--- config.mk ---
export PLATFORM = sky130hd
export DESIGN_NAME = load_unit
export DESIGN_NICKNAME = d
export VERILOG_FILES = /design/src/rtl/common.sv /design/src/rtl/load_data.sv /design/src/rtl/load_unit.sv
export SDC_FILE = /design/constraint.sdc
export NUM_CORES = 1
export LEC_CHECK = 0
export ABC_AREA = 1
export BUFFER_PORTS_ARGS = -buffer_cell sky130_fd_sc_hd__buf_2
export CORE_MARGIN = 1
export CORE_UTILIZATION = 30
export CTS_CLUSTER_DIAMETER = 120
export DETAILED_ROUTE_END_ITERATION = 6
export GPL_ROUTABILITY_DRIVEN = 1
export GPL_TIMING_DRIVEN = 0
export PLACE_DENSITY = 0.62
export SYNTH_ARGS = -nofsm -noshare
export SYNTH_HDL_FRONTEND = slang
export SYNTH_SLANG_ARGS = --single-unit
--- constraint.sdc ---
create_clock -name clk -period 4 [get_ports clk]
set_input_delay 0.2 -clock clk [delete_from_list [all_inputs] [get_ports clk]]
set_output_delay 0.2 -clock clk [all_outputs]
set_load 0.005 [all_outputs]
--- src/rtl/common.sv ---
// rtl/common.sv - shared memory-stage types and the load alignment helper
package common;

  typedef enum logic [1:0] {MSIZE1, MSIZE2, MSIZE4, MSIZE8} msize_t;

  typedef enum logic [1:0] {IDLE, REQ, WAIT, DRAIN} load_state_t;

  // 1 when an access of the given size cannot start at this byte offset
  function automatic logic MISALIGN(input msize_t msize, input logic [2:0] addr);
    case (msize)
      MSIZE2:  return addr[0];
      MSIZE4:  return |addr[1:0];
      MSIZE8:  return |addr[2:0];
      default: return 1'b0;
    endcase
  endfunction

endpackage

--- src/rtl/load_data.sv ---
// rtl/load_data.sv - lane select and sign/zero extension of a 64-bit read word
module load_data
  import common::*;
(
  input  msize_t      msize,
  input  logic        is_unsigned,
  input  logic [2:0]  addr,
  input  logic [63:0] data,
  output logic [63:0] result
);

  logic [7:0]  byte_v;
  logic [15:0] half_v;
  logic [31:0] word_v;

  assign byte_v = data[{addr, 3'b000} +: 8];
  assign half_v = data[{addr[2:1], 4'b0000} +: 16];
  assign word_v = data[{addr[2], 5'b00000} +: 32];

  always_comb begin
    result = data;
    case (msize)
      MSIZE1:  result = {{56{~is_unsigned & byte_v[7]}}, byte_v};
      MSIZE2:  result = {{48{~is_unsigned & half_v[15]}}, half_v};
      MSIZE4:  result = {{32{~is_unsigned & word_v[31]}}, word_v};
      default: result = data;
    endcase
  end

endmodule

--- src/rtl/load_unit.sv ---
// rtl/load_unit.sv - memory-stage load sequencer between the pipeline and the dbus read port
module load_unit
  import common::*;
(
  input  logic        clk,
  input  logic        reset,
  input  logic        start,
  input  logic [63:0] addr,
  input  msize_t      msize,
  input  logic        is_unsigned,
  input  logic        flush,
  output logic        busy,
  output logic        done,
  output logic        misaligned,
  output logic [63:0] result,
  output logic        dreq_valid,
  output logic [63:0] dreq_addr,
  output msize_t      dreq_size,
  input  logic        dresp_addr_ok,
  input  logic        dresp_data_ok,
  input  logic [63:0] dresp_data
);

  load_state_t state;
  logic        lat_unsigned;
  logic [63:0] ext_data;

  // extraction works off the latched request so it lines up with the response
  load_data u_load_data (
    .msize       (dreq_size),
    .is_unsigned (lat_unsigned),
    .addr        (dreq_addr[2:0]),
    .data        (dresp_data),
    .result      (ext_data)
  );

  always_ff @(posedge clk or posedge reset) begin
    if (reset) begin
      state        <= IDLE;
      busy         <= 1'b0;
      done         <= 1'b0;
      misaligned   <= 1'b0;
      result       <= '0;
      dreq_valid   <= 1'b0;
      dreq_addr    <= '0;
      dreq_size    <= MSIZE1;
      lat_unsigned <= 1'b0;
    end else begin
      done       <= 1'b0;
      misaligned <= 1'b0;
      case (state)
        IDLE: begin
          if (!flush && start) begin
            if (MISALIGN(msize, addr[2:0])) begin
              done       <= 1'b1;
              misaligned <= 1'b1;
              result     <= '0;
            end else begin
              state        <= REQ;
              busy         <= 1'b1;
              dreq_valid   <= 1'b1;
              dreq_addr    <= addr;
              dreq_size    <= msize;
              lat_unsigned <= is_unsigned;
            end
          end
        end
        REQ: begin
          if (dresp_addr_ok) begin
            dreq_valid <= 1'b0;
            if (dresp_data_ok) begin
              state <= IDLE;
              busy  <= 1'b0;
              if (!flush) begin
                done   <= 1'b1;
                result <= ext_data;
              end
            end else begin
              state <= flush ? DRAIN : WAIT;
            end
          end else if (flush) begin
            state      <= IDLE;
            busy       <= 1'b0;
            dreq_valid <= 1'b0;
          end
        end
        WAIT: begin
          if (dresp_data_ok) begin
            state <= IDLE;
            busy  <= 1'b0;
            if (!flush) begin
              done   <= 1'b1;
              result <= ext_data;
            end
          end else if (flush) begin
            state <= DRAIN;
          end
        end
        default: begin
          // the bus still owes us a beat; swallow it silently
          if (dresp_data_ok) begin
            state <= IDLE;
            busy  <= 1'b0;
          end
        end
      endcase
    end
  end

endmodule

## Word level (Yosys, flattened, before mapping)

Cells that the tools add are included.

| cells by class | value |
|---|---|
| $add $sub $neg | 0 |
| $mul | 0 |
| div/mod/pow operators | 0 |
| $lt $le $gt $ge | 0 |
| eq/ne operators | 13 |
| shifts and indexed selects | 3 |
| muxes and demuxes | 35 |
| bitwise operators | 5 |
| reductions and logical operators | 14 |

Operators with widths:

| cell | count |
|---|---|
| $pmux 64 s3 | 2 |
| $mux 64 | 5 |
| $shiftx 64x7->16 | 1 |
| $shiftx 64x7->32 | 1 |
| $shiftx 64x7->8 | 1 |
| $mux 2 | 8 |
| $mux 1 | 15 |
| $eq 2x2->1 const B | 4 |
| $ne 2x2->1 const B | 4 |
| $reduce_and 4->1 | 2 |
| $eq 2x1->1 const B | 3 |
| $ne 3x3->1 const B | 2 |
| $pmux 1 s3 | 2 |
| $pmux 2 s3 | 1 |
| $reduce_and 3->1 | 2 |
| $reduce_and 5->1 | 1 |
| $logic_not 2->1 | 2 |
| $pmux 1 s2 | 2 |
| $reduce_bool 4->1 | 1 |
| $and 1x1->1 | 3 |
| $reduce_bool 3->1 | 1 |
| $reduce_or 3->1 | 1 |
| $not 1->1 | 2 |
| $reduce_bool 2->1 | 1 |
| 3 further kinds | 3 |

| word-level totals | value |
|---|---|
| register bits | 137 |
| latch bits | 0 |
| memory bits (writable) | 0 |
| ROM bits | 0 |
| bits of input ports | 137 |
| output and inout port bits | 134 |
| logic and storage cells | 79 |
| memories | 0 |

## Depth between registers and ports, before layout

Gate-level depths: netlist (run 1).

| logic depth | value |
|---|---|
| depth in word-level cells | 7 |
| depth in mapped cells | 12 |
| gate-level depth less buffers | 12 |

## Hierarchy

From an unflattened synthesis (run 1), not the netlist that was laid out.

| unflattened totals | value |
|---|---|
| cell total of the unflattened synthesis | 1,251 |
| area, all modules | 8,784.7 µm² |

By module, submodules not included:

| module | times used | cells an instance | area each (µm²) | sequential area each (µm²) |
|---|---|---|---|---|
| load_unit | 1 | 711 | 6,085.8 | 3,428.3 |
| load_data | 1 | 540 | 2,698.8 | 0.0 |

## Worst setup path after synthesis (run 1)

OpenSTA, ideal clock, no wires.

| timing path | value |
|---|---|
| kind | flip-flop to flip-flop |
| start point | register state[0] |
| end point | register result[32] |
| library setup time | 0.066 ns |
| data arrival time | 1.643 ns |
| required time | 3.934 ns |
| setup slack | 2.291 ns |
| stages on the path, launching flop included | 10 |
| buffers on the path | 2 |
| cells stage by stage | dfrtp_1 -> inv_1 -> ha_1 -> buf_2 -> a21oi_1 -> nand4_1 -> clkbuf_1 -> nor2_1 -> nand2_1 -> nand2_1 |

| between the ends | value |
|---|---|
| longest elaborated chain between the ends | 3 |
| elaborated cells between the ends (all ways) | 9 |

RTL lines:

| what | line | RTL |
|---|---|---|
| start: declaration | load_unit.sv:24 | `load_state_t state;` |
| start signal: assignment | load_unit.sv:79 | `state <= flush ? DRAIN : WAIT;` |
| $eq 2x1->1 (tied with other cells) | load_unit.sv:51 | `case (state)` |
| $ne 2x2->1 (no source line) / $reduce_bool 3->1 (equally long branches) | -- |  |
| $reduce_and 4->1 (no source line) | -- |  |
| end signal: assignment | load_unit.sv:76 | `result <= ext_data;` |
| end signal: assignment | load_unit.sv:93 | `result <= ext_data;` |
| end: declaration | load_unit.sv:15 | `output logic [63:0] result,` |

Parallel ways exist; a longest one is shown, timed or not.
A chain may end at the register's enable or synchronous reset.

## Final worst setup path (run 1)

| timing path | value |
|---|---|
| start point | register state[0] |
| end point | register result[7] |

Same word-level chain as after synthesis.

==> flow_summary_export.csv, run 1 <==
group,metric,value,unit
critical_path,arrival,2.76,ns
global_route,grtUsageTotal,23.39,%
final_layout,area_growth,41.38,%
final_layout,final_area,0.01044,mm2
power,ir_drop,0.2981,mV
yosys,syn_nets,1258,
cts,cts_tree,"yes",
critical_path,rr_startpoint,"state[0]$_DFFE_PP0P_",
final_layout,layout.nets,1609,
route,routed_via_density,4.625,
route,avgRoutedWirePerCell,16.15,um
yosys,syn_inst,1117,
floorplanning,initial_core_util,30.46,%
critical_path,path_cells,"inv_1 -> ha_1 -> buf_2 -> nor2_1 -> a21oi_1 -> nand4_1 -> clkbuf_1 -> nor2_1 -> nand2_1 -> nand2_1",
sta,drv_slew,0,
run_status,status,"completed",
hold_path,hold_depth,3,
floorplanning,die_h,158.9,um
yosys,ys_warn_count,0,
final_layout,drive_gt1_share,22.70,%
cts,cts.repair.resized,0,
critical_path,cp-end-kind,"flip-flop",
global_route,overflow,0,
sta,maxSlewHeadroom,51.62,%
sta,hold_viol,0,
floorplanning,io_pins,271,
power,p_leak,6.131,nW
cts,htree_levels,4,
critical_path,path_class,"flip-flop to flip-flop",
critical_path,cp_max_fo,10,
placed_design,dp_hpwl,21850,um
critical_path,cp_data_required_time,4.36,ns
hold_path,holdCritPathClass,"primary input to flip-flop",
yosys,async_reset_ff_share,100.0,%
yosys,syn_avg_cell_area,6.613,um2
hold_path,hold_end,"dreq_addr[1]$_DFFE_PP0P_",
cts,clk_latency,0.42,ns
yosys,synth_cell_type_count,23,
cts,root_buffer,"clkbuf_16",
cts,cts-buffers-inserted,17,
final_layout,antenna_cells,0,
critical_path,crit_path_max_incr_delay,0.60,ns
hold_path,hold_path_startpoint,"addr[1]",
route,postRouteWirelength,29130,um
sta,period_minus_slack,2.397,ns
route,firstDrtPassIters,5,
power,total_power,7.906,mW
floorplanning,core_area,0.02425,mm2
cts,clk_pin_slew,0.07,ns
sta,finClkSkew,0.01039,ns
placed_design,place.gp.congestion,0.9562,
global_route,grt_pass1_wl,45310,um
final_layout,n_fill_cell,2564,
route,vias,8344,
global_route,grt_pass1_vias,8174,
critical_path,rrSetupSlack,1.60,ns
yosys,synth-edff-count,0,
placed_design,port_buffers,270,
route,drc,0,
floorplanning,design.die.area,0.02526,mm2
route,antenna_left,0,
floorplanning,num_rows,57,
power,powerDensity,757.0,mW/mm2
cts,clock-sinks,137,
sta,finalSetupViolations,0,
yosys,yosysSeqAreaShare,46.41,%
critical_path,r2r-end,"result[7]$_DFFE_PP0P_",
job,maxCapViolCount,0,
critical_path,ff2ff_path_depth,10,
critical_path,cp_slowest_cell,"nand4_1",
cts,ctsLongestPathBuffers,2,
sta,period_share,59.94,%
global_route,antenna_found_initial,0,
floorplanning,die_w,158.9,um
placed_design,post_dp_cell_area,0.009176,mm2
final_layout,utilization,43.07,%
sta,clock.fmax,417.1,MHz
route,first_iter_violations,563,
global_route,grt_max_degree,81,
yosys,syn_area,0.007387,mm2
sta,rsz0062_at_grt,"false",
critical_path,start_kind,"flip-flop",
yosys,ys_ff_latch,137,
yosys,ys.flop_type,"dfrtp_1",
sta,worst_pin_slew,0.7235,ns
==> state kept, by name, summed over array words and instances (netlist names) <==
name	flops
lat_unsigned	1
state	2
misaligned	1
done	1
dreq_size	2
dreq_valid	1
result	64
dreq_addr	64
busy	1
==> layer usage <==
metal / wire (um) / global-route usage (%) / vias up
met4: 1089 / 10.93 / 0
met2: 13920 / 39.35 / 358
li1: - / - / 4111
met1: 12330 / 28.83 / 3824
met3: 1794 / 4.598 / 51
met5: 0 / 0 / -
==> synthesized netlist by cell type, types with 4 or more instances <==
| cell type | n | area [um2] |
|---|---|---|
| dfrtp_1 | 137 | 3428 |
| nor2_1 | 183 | 686.9 |
| a21oi_1 | 14 | 70.07 |
| ha_1 | 4 | 50.05 |
| buf_2 | 17 | 85.08 |
| nand3b_1 | 4 | 30.03 |
| clkbuf_1 | 35 | 131.4 |
| o211ai_1 | 5 | 37.54 |
| o21ai_0 | 54 | 270.3 |
| buf_4 | 4 | 30.03 |
| inv_1 | 37 | 138.9 |
| nand3_1 | 37 | 185.2 |
| nand2_1 | 567 | 2128 |
==> area by class of cell <==
| class | count | area, um2 | area share [%] |
|---|---|---|---|
| Multi-Input combinational cell | 881 | 3551 | 34.00 |
| Buffer | 59 | 257.7 | 2.468 |
| Clock inverter | 13 | 217.7 | 2.085 |
| Sequential cell | 137 | 3428 | 32.83 |
| Tap cell | 324 | 405.4 | 3.882 |
| Clock buffer | 18 | 439.2 | 4.205 |
| Timing Repair Buffer | 332 | 1989 | 19.05 |
| Inverter | 40 | 155.1 | 1.486 |
==> logic make-up (layout without fill, tap and decap cells) <==
kind of cell               count (synthesis)  in the layout  share of synthesized area (%)
DFF                                      137            137                          46.41
and+or+nand+nor                          801            801                          42.06
AOI/OAI and AO/OA                         76             76                          5.336
buffers and inverters                     99            462                          5.522
adders and majority gates                  4              4                         0.6775
==> cell usage in the layout (no fill, tap or decap) <==
cell           Yosys  routed
o211ai_1           5       5
clkinv_4           0       4
clkbuf_1          35      35
clkbuf_8           0       1
or2_2              3       3
a21oi_1           14      14
nand3_1           37      37
clkbuf_16          0      17
inv_6              0       3
nand3b_1           4       4
buf_4              4       4
inv_2              3       3
nand3_2            1       1
buf_1              3       3
nor2_2             2       2
nand4_1            1       1
nand2_1          567     567
o21ai_1            2       2
clkinvlp_4         0       2
o21ai_0           54      54
dlygate4sd3_1      0      61
buf_2             17     287
ha_1               4       4
nor2_1           183     183
nand2_2            1       1
nor2_4             2       2
inv_1             37      36
bufinv_16          0       5
buf_16             0       1
a31oi_1            1       1
dfrtp_1          137     137
==> stage by stage <==
| step | hold WS [ns] | setup slack (ns) | instances | TNS (ns) |
|---|---|---|---|---|
| 3_3_place_gp | 0.3996 | -1.637 | 1711 | -222.10 |
| 2_1_floorplan | 0.3166 | 0.1322 | 1117 | 0 |
| 3_5_place_dp | 0.2979 | 1.637 | 1712 | 0 |
| 6_report | 0.02206 | 1.603 | 1804 | 0 |
| 4_1_cts | 0.004628 | 1.611 | 1804 | 0 |
| 5_1_grt | 0.02712 | 1.364 | 1804 | 0 |
==> worst max path at each step <==
stage                         startpoint                endpoint  slack [ns]  depth (start not counted)
global route        state[0]$_DFFE_PP0P_  result[25]$_DFFE_PP0P_        1.36                         10
finish              state[0]$_DFFE_PP0P_   result[7]$_DFFE_PP0P_        1.60                         10
floorplan                          reset        busy$_DFFE_PP0P_        0.13                          1
global placement                   reset   result[5]$_DFFE_PP0P_       -1.64                          2
detailed placement  state[0]$_DFFE_PP0P_   result[7]$_DFFE_PP0P_        1.64                         10
CTS                 state[0]$_DFFE_PP0P_   result[7]$_DFFE_PP0P_        1.61                         10
==> power by group <==
part / internal (mW) / switching, mW
logic: 1.36 / 2.50
registers: 1.92 / 0.316
clock network: 1.13 / 0.676
==> worst max-delay path: cells and delay by family (launching register included) <==
family,cells,cell delay [ns]
AOI/OAI and AO/OA,1,0.15
buffers and inverters,3,0.69
and+or+nand+nor,5,0.95
DFF,1,0.41
adders and majority gates,1,0.14
==> repair_timing <==
action                                 CTS  global route
hold buffers                            61             0
setup buffers                            0             0
endpoints found under the hold margin  117             0
(Power assumes the default switching activity.)
==> run 2: changes to the inputs <==
- clock period: 4 -> 2.2 ns (I/O delays scaled with it)
==> run 2 against run 1 <==
Compared with the run above:
- register-to-register slack lost 1.4 ns
- die area stayed put
- utilization grew 0.36 points
- maximum frequency up 17%
- highest routed layer unchanged
==> flow_summary_export.csv, run 2 (same netlist as run 1, synthesis figures left out) <==
group,metric,value,unit
global_route,grt_max_degree,42,
global_route,grtUsageTotal,23.64,%
placed_design,dp_hpwl,22400,um
floorplanning,die_h,158.9,um
floorplanning,initial_core_util,30.46,%
route,routed_via_density,4.661,
floorplanning,design.die.area,0.02526,mm2
critical_path,start_kind,"flip-flop",
final_layout,layout.nets,1622,
floorplanning,num_rows,57,
job,maxCapViolCount,0,
sta,rsz0062_at_grt,"false",
final_layout,drive_gt1_share,23.49,%
final_layout,area_growth,42.57,%
final_layout,reg_top3,"dreq_addr: 64 flops, result: 64 flops",
run_status,status,"completed",
critical_path,arrival,2.36,ns
global_route,grt_use_met1,28.40,%
cts,root_buffer,"clkbuf_16",
cts,ctsLongestPathBuffers,2,
critical_path,path_cells,"inv_2 -> clkbuf_1 -> nand3_1 -> nand2_1 -> nand2_1 -> nand2_1 -> nand2_1 -> nand2_1 -> nand2_1",
sta,worst_pin_slew,0.6681,ns
global_route,overflow,0,
route,antenna_left,0,
sta,finalSetupViolations,0,
placed_design,port_buffers,270,
critical_path,cp-end-kind,"flip-flop",
final_layout,antenna_cells,0,
global_route,grt_pass1_wl,45830,um
global_route,busiest_layer,"met2",
critical_path,cpLargestDelayFamily,"buffers and inverters",
final_layout,most-common-layout-cells,"567 x nand2_1, 286 x buf_2, 181 x nor2_1",
hold_path,holdCritPathClass,"primary input to flip-flop",
critical_path,cp_data_required_time,2.51,ns
sta,clock.fmax,489.1,MHz
critical_path,cp_slowest_cell,"clkbuf_1",
final_layout,layout_commonest_cell,"nand2_1",
floorplanning,die_w,158.9,um
cts,htree_levels,4,
route,avgRoutedWirePerCell,16.34,um
cts,clk_pin_slew,0.06,ns
sta,finClkSkew,0.01891,ns
cts,clk_latency,0.43,ns
sta,hold_viol,0,
cts,cts-buffers-inserted,17,
global_route,antenna_found_initial,0,
sta,layout_setup_ws,0.1554,ns
critical_path,critPathBufInv,2,
sta,period_minus_slack,2.045,ns
cts,clock-sinks,137,
route,first_iter_violations,590,
sta,drv_slew,0,
global_route,grt_pass1_vias,8371,
critical_path,crit_path_max_incr_delay,0.55,ns
global_route,grt_use_met3,4.389,%
power,powerDensity,1343,mW/mm2
placed_design,place.gp.congestion,0.9307,
route,vias,8473,
placed_design,place_ws,-0.1731,ns
route,firstDrtPassIters,5,
critical_path,cp_max_fo,10,
power,total_power,14.14,mW
critical_path,path_class,"flip-flop to flip-flop",
power,ir_drop,0.5748,mV
power,p_leak,6.162,nW
route,postRouteWirelength,29700,um
route,drc,0,
critical_path,cp_common_cell,"nand2_1",
final_layout,n_fill_cell,2515,
sta,hold_ws,0.04297,ns
final_layout,layoutNonFillerInstCount,1818,
sta,maxSlewHeadroom,55.46,%
cts,cts_tree,"yes",
global_route,met2_usage,40.83,%
floorplanning,core_area,0.02425,mm2
sta,period_share,92.93,%
floorplanning,io_pins,271,
placed_design,placedCellCount,1714,
-- run 2: changes by cell type in the layout (fill, tap and decap cells not counted), moves of 2 or more --
cell           change
inv_6              +2
clkbuf_2           +6
buf_4              +2
clkinvlp_4         +3
clkinv_4           -2
clkbuf_1           -6
nor2_1             -2
dlygate4sd3_1      +9
bufinv_16          -4
nor2_2             +2
buf_12             +3
-- run 2: per-stage QoR --
step	cell area, um2	utilization, %	TNS, ns
6_report	10530	43.43	0
5_1_grt	10530	43.43	0
4_1_cts	10510	43.32	0
3_5_place_dp	9208	37.97	-8.595
3_3_place_gp	9148	37.72	-91.80
2_1_floorplan	7391	-	0
-- run 2: cell type report --
class,count,area (um2),share of cell area [%]
tap,324,405.4,3.849
clock inverter,14,137.6,1.307
sequential,137,3428,32.55
clock buffer,18,439.2,4.170
timing repair buffer,345,2127,20.20
multi-input combinational,881,3572,33.92
buffer,59,267.8,2.542
inverter,40,153.9,1.461
-- run 2: worst register-to-register path: cells and delay by family, from the launching register on --
family | cells | cell delay [ns]
buffers and inverters | 2 | 0.79
DFF | 1 | 0.47
and+or+nand+nor | 7 | 0.69
-- run 2: final timing paths --
path	start	endpoint	slack, ns	cells after the start
worst min-delay path	dresp_data[54]	result[54]$_DFFE_PP0P_	0.04	5
worst max register to register	dreq_addr[2]$_DFFE_PP0P_	result[4]$_DFFE_PP0P_	0.16	9
max in group asynchronous	reset	result[5]$_DFFE_PP0P_	1.03	5
worst max-delay path	dreq_addr[2]$_DFFE_PP0P_	result[4]$_DFFE_PP0P_	0.16	9
worst min register to register	dreq_addr[7]$_DFFE_PP0P_	dreq_addr[7]$_DFFE_PP0P_	0.47	2
min in group asynchronous	reset	dreq_addr[63]$_DFFE_PP0P_	0.31	3
-- run 2: repair_timing --
action	4_1_cts	5_1_grt
buffers inserted	2	0
setup endpoints to repair	60	50
endpoints found under the hold margin	93	0
hold buffers	70	0
pin swaps	1	0
resized for setup	1	17
-- run 2: layer usage --
layer	share of wire [%]	vias up
met3	6.9	57
met1	41	3863
met2	49	401
met4	4.0	0
met5	0	-
li1	-	4152
-- run 2: power by group --
group | internal [mW] | switching (mW)
Sequential | 3.49 | 0.571
Clock | 1.61 | 1.25
Combinational | 2.54 | 4.68
==> run 3: changes to the inputs <==
- PLACE_DENSITY: 0.62 -> 0.6
- SYNTH_HIERARCHICAL: unset -> 1
==> run 3 against run 2 <==
Compared with the run above:
- clock skew down 0.0032 ns
- flip-flop and latch count unchanged
- first-iteration DRC count rose by 70%
- critical endpoint is now result[45]$_DFFE_PP0P_
==> flow_summary_export.csv, run 3 <==
group,metric,value,unit
global_route,grt_max_degree,41,
global_route,antenna_found_initial,2,
cts,clock-sinks,137,
critical_path,path_class,"flip-flop to flip-flop",
sta,rsz0062_at_grt,"false",
yosys,yosysMostFrequentCell,"nand2_1",
sta,worst_pin_slew,0.6742,ns
sta,tns,0,ns
critical_path,cp_data_required_time,2.52,ns
critical_path,arrival,2.40,ns
critical_path,crit_path_max_incr_delay,0.48,ns
critical_path,cp-end-kind,"flip-flop",
sta,period_minus_slack,2.074,ns
sta,finalSetupViolations,0,
run_status,status,"completed",
sta,hold_ws,0.1255,ns
route,routed_via_density,4.958,
sta,hold_viol,0,
global_route,overflow,0,
final_layout,most-common-layout-cells,"538 x nand2_1, 297 x buf_2, 134 x dfrtp_1",
yosys,yosysSeqAreaShare,39.03,%
power,ir_drop,0.5488,mV
power,p_leak,6.608,nW
critical_path,path_cells,"inv_2 -> nand3_1 -> nand3_2 -> nor2_4 -> nor2_2 -> buf_4 -> nand3_2 -> nand2_1 -> nand3b_1 -> nand2_1",
route,postRouteWirelength,37210,um
route,vias,9976,
final_layout,drive_gt1_share,26.98,%
placed_design,port_buffers,270,
yosys,syn_nets,1392,
placed_design,placedCellCount,1909,
route,antenna_left,0,
route,drc,0,
placed_design,place.gp.congestion,1.030,
yosys,yosys.area.top_type,"dfrtp_1",
yosys,ys_warn_count,6,
sta,finClkSkew,0.01574,ns
cts,root_buffer,"clkbuf_16",
critical_path,start_kind,"flip-flop",
yosys,synth-edff-count,0,
yosys,synth_cell_type_count,28,
route,first_iter_violations,1005,
floorplanning,die_w,173.1,um
yosys,syn_avg_cell_area,7.022,um2
cts,clk_pin_slew,0.06,ns
global_route,grt_pass1_wl,57120,um
yosys,syn_inst,1251,
final_layout,area_growth,37.62,%
cts,cts-buffers-inserted,17,
placed_design,dp_hpwl,27600,um
route,avgRoutedWirePerCell,18.49,um
cts,cts_tree,"yes",
global_route,grtUsageTotal,25.06,%
floorplanning,core_area,0.02878,mm2
floorplanning,num_rows,62,
job,maxCapViolCount,0,
sta,period_share,94.26,%
final_layout,layout.nets,1755,
floorplanning,die_h,173.1,um
global_route,grt_pass1_vias,9844,
cts,clk_latency,0.44,ns
floorplanning,design.die.area,0.02997,mm2
final_layout,layout_commonest_cell,"nand2_1",
power,powerDensity,1531,mW/mm2
cts,ctsLongestPathBuffers,2,
yosys,ys.flop_type,"dfrtp_1",
yosys,ys_ff_latch,137,
hold_path,holdCritPathClass,"primary input to flip-flop",
cts,htree_levels,4,
route,firstDrtPassIters,7,
cts,post_cts_buffers,0,
final_layout,reg_top3,"dreq_addr: 64 flops, result: 64 flops",
sta,drv_slew,0,
sta,clock.fmax,482.2,MHz
critical_path,cp_max_fo,10,
yosys,synth_top_cell_area_share,39.03,%
yosys,async_reset_ff_share,100.0,%
final_layout,layoutNonFillerInstCount,2012,
critical_path,cp_slowest_cell,"dfrtp_2",
yosys,netlist_top_cells_count,"538 x nand2_1, 137 x dfrtp_1, 93 x o21ai_0",
floorplanning,io_pins,271,
floorplanning,initial_core_util,30.52,%
yosys,synth.area.top_cells,"dfrtp_1 39%, nand2_1 23%, nand3b_1 5.5%, nand3_2 5.4%, o21ai_0 5.3%",
yosys,syn_area,0.008785,mm2
sta,maxSlewHeadroom,55.06,%
[run 3: repair_timing]
item,CTS,global route
gates cloned,0,0
gates resized for setup,4,19
hold endpoints to repair,87,0
endpoints found under the setup margin,58,54
hold buffers,70,0
[run 3: worst paths after layout]
kind / slack [ns] / endpoint / startpoint / cells after the start
hold / removal: 0.13 / busy$_DFFE_PP0P_ / dresp_addr_ok / 5
max in group asynchronous: 0.96 / result[42]$_DFFE_PP0P_ / reset / 6
min in group asynchronous: 0.27 / dreq_addr[19]$_DFFE_PP0P_ / reset / 3
setup / recovery: 0.13 / result[45]$_DFFE_PP0P_ / dreq_addr[2]$_DFFE_PP0P_ / 10
hold reg to reg: 0.46 / result[12]$_DFFE_PP0P_ / result[12]$_DFFE_PP0P_ / 2
setup reg to reg: 0.13 / result[45]$_DFFE_PP0P_ / dreq_addr[2]$_DFFE_PP0P_ / 10
[run 3: worst max-delay path, delay by kind of cell (launching register included)]
kind	cells	cell delay, ns
AND/OR/NAND/NOR	8	1.01
flip-flops	1	0.48
buffers and inverters	2	0.47
[run 3: cell families after synthesis]
| kind of cell | count (synthesis) | share of synthesized area (%) |
|---|---|---|
| AND/OR/NAND/NOR | 771 | 40.72 |
| AO/OA/AOI/OAI | 184 | 10.98 |
| buffers and inverters | 155 | 8.702 |
| flip-flops | 137 | 39.03 |
| adder cells (fa/ha/maj) | 4 | 0.5697 |
[run 3: per-stage QoR]
stage	utilization [%]	setup WS [ns]	cell area, um2	total power, mW
final	42.00	0.1263	12090	18.50
after global routing	42.00	0.001364	12090	19.97
after CTS	41.90	0.04657	12060	18.45
after detailed placement	37.21	-0.04091	10710	15.04
after global placement	36.90	-0.6331	10620	14.90
after floorplan	-	0.3829	8788	11.15
[run 3: area by class of cell]
| cell class | instances | area, um2 |
|---|---|---|
| Fill cell | 2993 | 16690 |
| Tap cell | 384 | 480.5 |
| Timing Repair Buffer | 344 | 2140 |
| Clock inverter | 11 | 167.7 |
| Sequential cell | 137 | 3432 |
| Multi-Input combinational cell | 959 | 4612 |
| Antenna cell | 1 | 2.502 |
| Buffer | 95 | 553.0 |
| Clock buffer | 21 | 470.5 |
| Inverter | 60 | 231.5 |
[run 3: metal layers]
metal	vias up	GRT usage (%)	part of all wire (%)
met5	-	0	0.035
met4	2	10.91	3.4
li1	4762	-	-
met2	503	41.75	47
met1	4635	31.57	42
met3	74	4.771	7.9
[run 3: power by group]
part	switching [mW]	total [mW]	internal (mW)	leakage, nW
Clock	1.21	3.20	1.99	0.309
Combinational	6.81	10.9	4.05	4.53
Sequential	0.716	4.44	3.73	1.77
Total	8.74	18.5	9.77	6.61
